$ cat src/rtl/puf_seq_pkg.sv
// puf_seq_pkg
//   Shared definitions for the PUF evaluation sequencer: FSM state encoding,
//   vote-counter width helper and default parameter values.
package puf_seq_pkg;

   localparam int DEF_CHALLENGE_WIDTH  = 64;
   localparam int DEF_PDL_CONFIG_WIDTH = 128;
   localparam int DEF_RESPONSE_WIDTH   = 6;
   localparam int DEF_SETTLE_CYCLES    = 15;
   localparam int DEF_NUM_EVAL         = 7;

   // Sized for the largest legal values (NUM_EVAL <= 15, SETTLE_CYCLES <= 255).
   localparam int EVAL_CNT_W   = 4;
   localparam int SETTLE_CNT_W = 8;

   typedef enum logic [2:0] {
      IDLE,
      ARM,
      FIRE,
      DECIDE,
      REPORT
   } seq_state_t;

   // Enough bits to count 0..num_eval ones.
   function automatic int vote_width(input int num_eval);
      return $clog2(num_eval + 1);
   endfunction

endpackage

$ cat src/rtl/puf_majority_voter.sv
// puf_majority_voter
//   Synchronizes the asynchronous PUF responses, counts ones per bit across
//   evaluations and produces the majority vote plus a unanimity flag.
// Ports:
//   clk, reset          clock, synchronous active-high reset
//   clear               zero all ones counters (new command)
//   accumulate          add the synchronized sample to the counters
//   decide              register voted bits and the stable flag
//   raw_response        asynchronous raw PUF response
//   xor_response        asynchronous xor PUF response
//   voted_raw/voted_xor registered majority results
//   stable              every bit was unanimous across all evaluations
module puf_majority_voter
   import puf_seq_pkg::*;
#(
   parameter int RESPONSE_WIDTH = DEF_RESPONSE_WIDTH,
   parameter int NUM_EVAL       = DEF_NUM_EVAL
) (
   input  logic                      clk,
   input  logic                      reset,
   input  logic                      clear,
   input  logic                      accumulate,
   input  logic                      decide,
   input  logic [RESPONSE_WIDTH-1:0] raw_response,
   input  logic                      xor_response,
   output logic [RESPONSE_WIDTH-1:0] voted_raw,
   output logic                      voted_xor,
   output logic                      stable
);

   localparam int CW = vote_width(NUM_EVAL);
   localparam int NB = RESPONSE_WIDTH + 1;   // raw bits plus the xor bit on top

   logic [NB-1:0] sync_1;
   logic [NB-1:0] sync_2;
   logic [CW-1:0] ones_cnt [NB];
   logic [NB-1:0] vote;
   logic [NB-1:0] unanimous;

   always_comb begin
      vote      = '0;
      unanimous = '0;
      for (int i = 0; i < NB; i++) begin
         vote[i]      = (ones_cnt[i] > CW'(NUM_EVAL / 2));
         unanimous[i] = (ones_cnt[i] == '0) || (ones_cnt[i] == CW'(NUM_EVAL));
      end
   end

   always_ff @(posedge clk) begin
      if (reset) begin
         sync_1    <= '0;
         sync_2    <= '0;
         for (int i = 0; i < NB; i++) ones_cnt[i] <= '0;
         voted_raw <= '0;
         voted_xor <= 1'b0;
         stable    <= 1'b0;
      end else begin
         sync_1 <= {xor_response, raw_response};
         sync_2 <= sync_1;
         if (clear) begin
            for (int i = 0; i < NB; i++) ones_cnt[i] <= '0;
         end else if (accumulate) begin
            for (int i = 0; i < NB; i++) ones_cnt[i] <= ones_cnt[i] + CW'(sync_2[i]);
         end
         if (decide) begin
            voted_raw <= vote[RESPONSE_WIDTH-1:0];
            voted_xor <= vote[RESPONSE_WIDTH];
            stable    <= &unanimous;
         end
      end
   end

endmodule

$ cat src/rtl/puf_eval_sequencer.sv
// puf_eval_sequencer
//   Host-side initiator for the PUF datapath. On an accepted command it latches
//   challenge and PDL config, runs NUM_EVAL arm/fire evaluations, majority-votes
//   the responses and returns the result through a valid/ack handshake.
// Ports:
//   clk, reset                       clock, synchronous active-high reset
//   cmd_start/cmd_challenge/
//   cmd_pdl_config                   host command (accepted only when idle)
//   busy                             command in progress until ack consumed
//   result_valid/result_ack          result handshake
//   result_raw/result_xor/
//   result_stable                    voted result and unanimity flag
//   puf_challenge/puf_pdl_config     latched command to the PUF
//   puf_trigger/puf_reset            PUF launch and arbiter clear
//   puf_raw_response/puf_xor_response asynchronous PUF responses
//
// state  | meaning
// IDLE   | waiting for cmd_start; PUF held in reset
// ARM    | one cycle of arbiter clear before a launch
// FIRE   | SETTLE_CYCLES of trigger high; sample on the last cycle
// DECIDE | one cycle to register the majority vote
// REPORT | result_valid high until result_ack
module puf_eval_sequencer
   import puf_seq_pkg::*;
#(
   parameter int CHALLENGE_WIDTH  = DEF_CHALLENGE_WIDTH,
   parameter int PDL_CONFIG_WIDTH = DEF_PDL_CONFIG_WIDTH,
   parameter int RESPONSE_WIDTH   = DEF_RESPONSE_WIDTH,
   parameter int SETTLE_CYCLES    = DEF_SETTLE_CYCLES,
   parameter int NUM_EVAL         = DEF_NUM_EVAL
) (
   input  logic                        clk,
   input  logic                        reset,
   input  logic                        cmd_start,
   input  logic [CHALLENGE_WIDTH-1:0]  cmd_challenge,
   input  logic [PDL_CONFIG_WIDTH-1:0] cmd_pdl_config,
   output logic                        busy,
   output logic                        result_valid,
   input  logic                        result_ack,
   output logic [RESPONSE_WIDTH-1:0]   result_raw,
   output logic                        result_xor,
   output logic                        result_stable,
   output logic [CHALLENGE_WIDTH-1:0]  puf_challenge,
   output logic [PDL_CONFIG_WIDTH-1:0] puf_pdl_config,
   output logic                        puf_trigger,
   output logic                        puf_reset,
   input  logic [RESPONSE_WIDTH-1:0]   puf_raw_response,
   input  logic                        puf_xor_response
);

   if ((NUM_EVAL % 2) == 0 || NUM_EVAL < 1 || NUM_EVAL > 15) begin : g_bad_num_eval
      $error("puf_eval_sequencer: NUM_EVAL must be odd and within 1..15");
   end
   if (SETTLE_CYCLES < 3 || SETTLE_CYCLES > 255) begin : g_bad_settle
      $error("puf_eval_sequencer: SETTLE_CYCLES must be within 3..255");
   end

   seq_state_t              state;
   logic [SETTLE_CNT_W-1:0] settle_timer;
   logic [EVAL_CNT_W-1:0]   eval_cnt;

   logic accept;
   logic last_fire;
   logic in_decide;

   assign accept    = (state == IDLE) && cmd_start;
   assign last_fire = (state == FIRE) && (settle_timer == '0);
   assign in_decide = (state == DECIDE);

   always_ff @(posedge clk) begin
      if (reset) begin
         state          <= IDLE;
         busy           <= 1'b0;
         result_valid   <= 1'b0;
         puf_trigger    <= 1'b0;
         puf_reset      <= 1'b1;
         puf_challenge  <= '0;
         puf_pdl_config <= '0;
         settle_timer   <= '0;
         eval_cnt       <= '0;
      end else begin
         case (state)
            IDLE: begin
               if (cmd_start) begin
                  puf_challenge  <= cmd_challenge;
                  puf_pdl_config <= cmd_pdl_config;
                  eval_cnt       <= '0;
                  busy           <= 1'b1;
                  state          <= ARM;
               end
            end
            ARM: begin
               puf_reset    <= 1'b0;
               puf_trigger  <= 1'b1;
               settle_timer <= SETTLE_CNT_W'(SETTLE_CYCLES - 1);
               state        <= FIRE;
            end
            FIRE: begin
               if (settle_timer == '0) begin
                  puf_trigger <= 1'b0;
                  puf_reset   <= 1'b1;
                  eval_cnt    <= eval_cnt + EVAL_CNT_W'(1);
                  if (eval_cnt == EVAL_CNT_W'(NUM_EVAL - 1)) state <= DECIDE;
                  else                                       state <= ARM;
               end else begin
                  settle_timer <= settle_timer - SETTLE_CNT_W'(1);
               end
            end
            DECIDE: begin
               result_valid <= 1'b1;
               state        <= REPORT;
            end
            REPORT: begin
               if (result_ack) begin
                  result_valid <= 1'b0;
                  busy         <= 1'b0;
                  state        <= IDLE;
               end
            end
            default: state <= IDLE;
         endcase
      end
   end

   puf_majority_voter #(
      .RESPONSE_WIDTH (RESPONSE_WIDTH),
      .NUM_EVAL       (NUM_EVAL)
   ) u_voter (
      .clk          (clk),
      .reset        (reset),
      .clear        (accept),
      .accumulate   (last_fire),
      .decide       (in_decide),
      .raw_response (puf_raw_response),
      .xor_response (puf_xor_response),
      .voted_raw    (result_raw),
      .voted_xor    (result_xor),
      .stable       (result_stable)
   );

endmodule
$ cat config.mk
export PLATFORM = sky130hd
export DESIGN_NAME = puf_eval_sequencer
export DESIGN_NICKNAME = d
export VERILOG_FILES = /design/src/rtl/puf_seq_pkg.sv /design/src/rtl/puf_majority_voter.sv /design/src/rtl/puf_eval_sequencer.sv
export SDC_FILE = /design/constraint.sdc
export NUM_CORES = 1
export LEC_CHECK = 0
export BUFFER_PORTS_ARGS = -buffer_cell sky130_fd_sc_hd__clkbuf_2
export CAP_MARGIN = 20
export CORE_MARGIN = 2
export CORE_UTILIZATION = 39
export CTS_CLUSTER_SIZE = 12
export DETAILED_ROUTE_END_ITERATION = 12
export GPL_TIMING_DRIVEN = 1
export HOLD_SLACK_MARGIN = 0.03
export PLACE_DENSITY_LB_ADDON = 0.1
export SYNTH_ARGS = -nofsm -noshare
export SYNTH_HDL_FRONTEND = slang
export SYNTH_SLANG_ARGS = --single-unit
$ cat constraint.sdc
create_clock -name clk -period 5.6 [get_ports clk]
set_input_delay 0.84 -clock clk [delete_from_list [all_inputs] [get_ports clk]]
set_output_delay 0.84 -clock clk [all_outputs]
set_load 0.005 [all_outputs]
## Word level (Yosys, flattened, before mapping)

Memory sizes are Yosys's and may differ from the RTL's.
Index checks and enable logic that the tools add are counted.

| operators by class | value |
|---|---|
| bitwise gates (word level) | 14 |
| reduce and logical (&&, ||, !) cells | 30 |
| eq/ne operators | 16 |
| order comparisons | 7 |
| add/sub/neg operators | 9 |
| multiplexer cells | 41 |

Operator list:

| operator | count |
|---|---|
| $mux 3 | 17 |
| $eq 3x3->1 const B | 8 |
| $logic_not 3->1 | 8 |
| $add 3x1->3 | 7 |
| $gt 3x2->1 const B | 7 |
| $pmux 8 s2 | 1 |
| $pmux 3 s5 | 1 |
| $or 1x1->1 | 14 |
| $mux 1 | 13 |
| $reduce_and 3->1 | 3 |
| $logic_not 8->1 | 1 |
| $mux 4 | 2 |
| $mux 8 | 1 |
| $pmux 1 s2 | 4 |
| $pmux 4 s2 | 1 |
| $reduce_and 2->1 | 4 |
| $reduce_bool 2->1 | 4 |
| $sub 8x1->8 const B | 1 |
| $logic_or 1x1->1 | 7 |
| $reduce_and 7->1 | 1 |
| $eq 3x2->1 const B | 2 |
| $ne 2x2->1 const B | 3 |
| $add 4x1->4 const B | 1 |
| $eq 4x3->1 const B | 1 |
| 4 further kinds | 5 |

| word-level totals | value |
|---|---|
| memories kept | 1 |
| input port bits | 203 |
| output and inout bits | 204 |
| word-level logic and storage cells | 132 |
| flip-flop bits (word level) | 233 |
| memory bits (writable) | 21 |

Memories:

| memory | words | bits a word | rd ports | clocked after memory_dff | write ports | RTL line | source |
|---|---|---|---|---|---|---|---|
| u_voter.ones_cnt | 7 | 3 | 7 | 0 | 7 | puf_majority_voter.sv:36 | `logic [CW-1:0] ones_cnt [NB];` |

## Longest topological paths before layout

| logic depth | value |
|---|---|
| word-level depth | 7 |
| gate-level depth with buffers | 7 |
| gate-level depth less buffers | 6 |

## Cells and area by module

Synthesis repeated with hierarchy kept, for this count alone.

| unflattened totals | value |
|---|---|
| cell total of the unflattened synthesis | 1,097 |
| area, all modules | 9,327.7 µm² |

Modules (own cells, without submodules):

| module | area each (µm²) | instances | cells each |
|---|---|---|---|
| puf_eval_sequencer | 7,532.2 | 1 | 947 |
| puf_majority_voter | 1,795.5 | 1 | 150 |

## Worst setup path after synthesis

Ideal clock, no wire load.

| timing | value |
|---|---|
| path type | input -> register |
| start | input port cmd_start |
| end | memory u_voter.ones_cnt[1][0] in the netlist's numbering (enable) |
| cell stages on the path | 4 |
| library setup time | 0.343 ns |
| path slack | 3.372 ns |
| required time | 5.257 ns |
| data arrival time | 1.884 ns |
| cell sequence | or4b_1 > buf_2 > buf_1 > nand3_1 |

RTL lines:

| element | RTL line | source |
|---|---|---|
| start, declared | puf_eval_sequencer.sv:34 | `input logic cmd_start,` |
| end, declared | puf_majority_voter.sv:36 |  |

==> results.py <==
metrics = {
    "logic_synthesis": {
        "synth_seq_cells": 254,
        "netlist.area_leader.share_pct": 50.49,
        "synthesis.area_um2": 9358,
        "yosys_warnings": 0,
        "syn_inst": 1083,
        "synth_cell_types": 47,
        "postSynthAreaPerCell_um2": 8.641,
        "synth_area_leader_cell": "dfxtp_1",
        "ys.flop_type": "dfxtp_1",
        "synth_area_leaders": "dfxtp_1 50%, nand2_1 16%, a21oi_1 11%, edfxtp_1 5.8%, ha_1 2.4%",
        "async_flop_share_pct": 0,
        "synth_edf_count": 18,
        "synth_nets": 1304,
        "yosysSeqAreaShare_pct": 56.26,
    },
    "layout": {
        "nFillCells": 2344,
        "drive_above_1_share_pct": 31.68,
        "final_cells": 1793,
        "fin_util_pct": 52.92,
        "areaGrowthSynthToFinish_pct": 33.15,
        "design_area_um2": 12460,
        "nNetsFinal": 1673,
        "layout_common_cells": "405 x clkbuf_2, 390 x nand2_1, 236 x dfxtp_1, 200 x a21oi_1",
        "layout_commonest_cell": "clkbuf_2",
        "diodes": 0,
    },
    "clock_tree": {
        "numCtsBuffers": 28,
        "clock_sinks": 254,
        "clkTransAtPathRegs_ps": 60,
        "cts-resized-gates": 0,
        "cts-htree-levels": 1,
        "root_buffer": "clkbuf_16",
        "clk_path_buf_depth": 3,
        "clock_latency_ps": 530,
        "post-cts-setup-buffer-count": 0,
        "postCtsHoldBufs": 0,
        "cts_tree": "done",
    },
    "setup_path": {
        "cp_data_required_time_ps": 5780,
        "rrSetupSlack_ps": 3160,
        "cp-start-kind": "register",
        "reg2reg_depth": 5,
        "cp.arrival_ps": 2620,
        "endpoint_kind": "register",
        "r2r_end": "u_voter.ones_cnt[1][1]$_SDFFCE_PN0P_",
        "rr_startpoint": "settle_timer[0]$_SDFFE_PP0P_",
        "crit_fanout": 10,
        "crit_type": "reg -> reg",
    },
    "place": {
        "dp_hpwl_um": 18840,
        "place_area_um2": 11460,
        "port_buffers": 406,
        "place_inst": 1741,
        "gp_congestion": 0.8180,
    },
    "timing": {
        "setup_viol": 0,
        "min_period_ps": 2436,
        "setup_tns_ps": 0,
        "slew_violations": 0,
        "max_freq_ghz": 0.4105,
        "worst_pin_slew_ps": 957.3,
        "skew_ps": 13.20,
        "relSlewSlack_pct": 36.18,
        "final.period_utilization_pct": 43.50,
        "rsz0062_at_grt": "no",
        "finalHoldViolations": 0,
    },
    "power": {
        "cellLeakagePower_nw": 5.770,
        "power-per-cell-area_nw_per_um2": 368.0,
        "p_total_mw": 4.585,
        "irDropWorstVdd_v": 0.0001936,
    },
    "global_routing": {
        "grt_pass1_wl_um": 42770,
        "grt-ovfl-total": 0,
        "first_global_vias": 7806,
        "antenna_found_initial": 0,
        "grt_max_degree": 120,
        "grt_usage_pct": 20.66,
    },
    "detailed_routing": {
        "drc": 0,
        "ant_nets": 0,
        "drt_iter0_markers": 547,
        "first_pass_iters": 4,
        "wl_per_cell_um": 15.29,
        "routed_via_density": 4.693,
        "vias": 8414,
        "routed_wl_um": 27420,
    },
    "die": {
        "initial_core_util_pct": 39.75,
        "fp.dieW_um": 158.9,
        "die_y_um": 158.9,
        "rows": 56,
        "core_area_um2": 23540,
        "pin_count": 407,
        "die_area_um2": 25250,
    },
    "run": {
        "maxCapViolations": 0,
    },
    "hold_path": {
        "min_from": "u_voter.sync_1[4]$_SDFF_PP0_",
        "hold_path.class": "reg -> reg",
        "hold-path-endpoint": "u_voter.sync_2[4]$_SDFF_PP0_",
        "hold_depth": 1,
    },
    "run_status": {
        "status": "finished, final reports clean",
    },
}
-- sequential cells by signal (all words and copies together), names as in the netlist --
signal	count
u_voter.voted_xor	1
puf_reset	1
state	3
puf_challenge	64
puf_trigger	1
settle_timer	8
busy	1
puf_pdl_config	128
result_valid	1
u_voter.ones_cnt	21
u_voter.stable	1
eval_cnt	4
u_voter.voted_raw	6
u_voter.sync_1	7
u_voter.sync_2	7
-- synth_stat cells, types with 3 or more instances --
cell type and number:
a211oi_1 5, a21oi_1 200, and2_1 12, and3_1 5, buf_2 25, buf_6 12, clkbuf_1 32, dfxtp_1 236
edfxtp_1 18, ha_1 18, inv_1 5, mux2i_1 12, nand2_1 390, nand3_1 8, nand3b_1 4, nand4_1 5
nor2_1 29, nor2b_1 14, nor3_1 8, or3_1 3, xnor2_1 7, xor2_1 5
-- metal layers --
layer,vias up,global-route usage (%),part of all wire (%)
met5,-,0,0
met2,302,34.20,47
met4,0,8.512,4.2
li1,4298,-,-
met3,66,6.165,7.6
met1,3748,25.21,42
-- worst max path at each step --
stage                                 startpoint                                    to  slack (ps)  cells after the start
global placement                           reset              eval_cnt[1]$_SDFFE_PP0P_        2810                      3
global route        settle_timer[0]$_SDFFE_PP0P_  u_voter.ones_cnt[1][1]$_SDFFCE_PN0P_        2980                      5
CTS                 settle_timer[0]$_SDFFE_PP0P_  u_voter.ones_cnt[1][1]$_SDFFCE_PN0P_        3150                      5
detailed placement                     cmd_start       puf_pdl_config[90]$_SDFFE_PP0P_        2810                      6
floorplan                              cmd_start  u_voter.ones_cnt[1][0]$_SDFFCE_PN0P_        3370                      4
finish              settle_timer[0]$_SDFFE_PP0P_  u_voter.ones_cnt[1][1]$_SDFFCE_PN0P_        3160                      5
-- worst max-delay path, cell delays in order (launching register included) --
cell and delay, ps:
dfxtp_1 320, inv_1 120, ha_1 190, nor3b_2 590, nand3_2 390, nand3_1 470
-- power breakdown --
group / switching [mW] / internal (mW)
Sequential: 0.0816 / 1.97
Clock: 0.724 / 1.21
Combinational: 0.352 / 0.245
Total: 1.16 / 3.43
-- cell families after synthesis --
kind of cell	share of synthesized area [%]
AOI/OAI and AO/OA	12.15
xor gates and xnor gates	1.123
adders and majority gates	2.407
buffers and inverters	4.479
DFF	56.26
muxes	1.284
and+or+nand+nor	22.29
-- through the flow --
step                      setup WS [ps]  hold WS, ps
after floorplan                    3372        413.8
after global placement             2812        422.6
after detailed placement           2806        427.5
after CTS                          3149        442.3
after global routing               2977        463.6
final                              3164        437.0
-- area by class of cell --
type | count | area (µm²) | area share [%]
Clock buffer | 46 | 889.6 | 7.140
Clock inverter | 6 | 105.1 | 0.8435
Inverter | 5 | 18.77 | 0.1506
Multi-Input combinational cell | 751 | 3686 | 29.58
Sequential cell | 254 | 5265 | 42.26
Tap cell | 319 | 399.1 | 3.203
Timing Repair Buffer | 412 | 2096 | 16.82
Note: power is estimated with default switching activity, not from simulation.
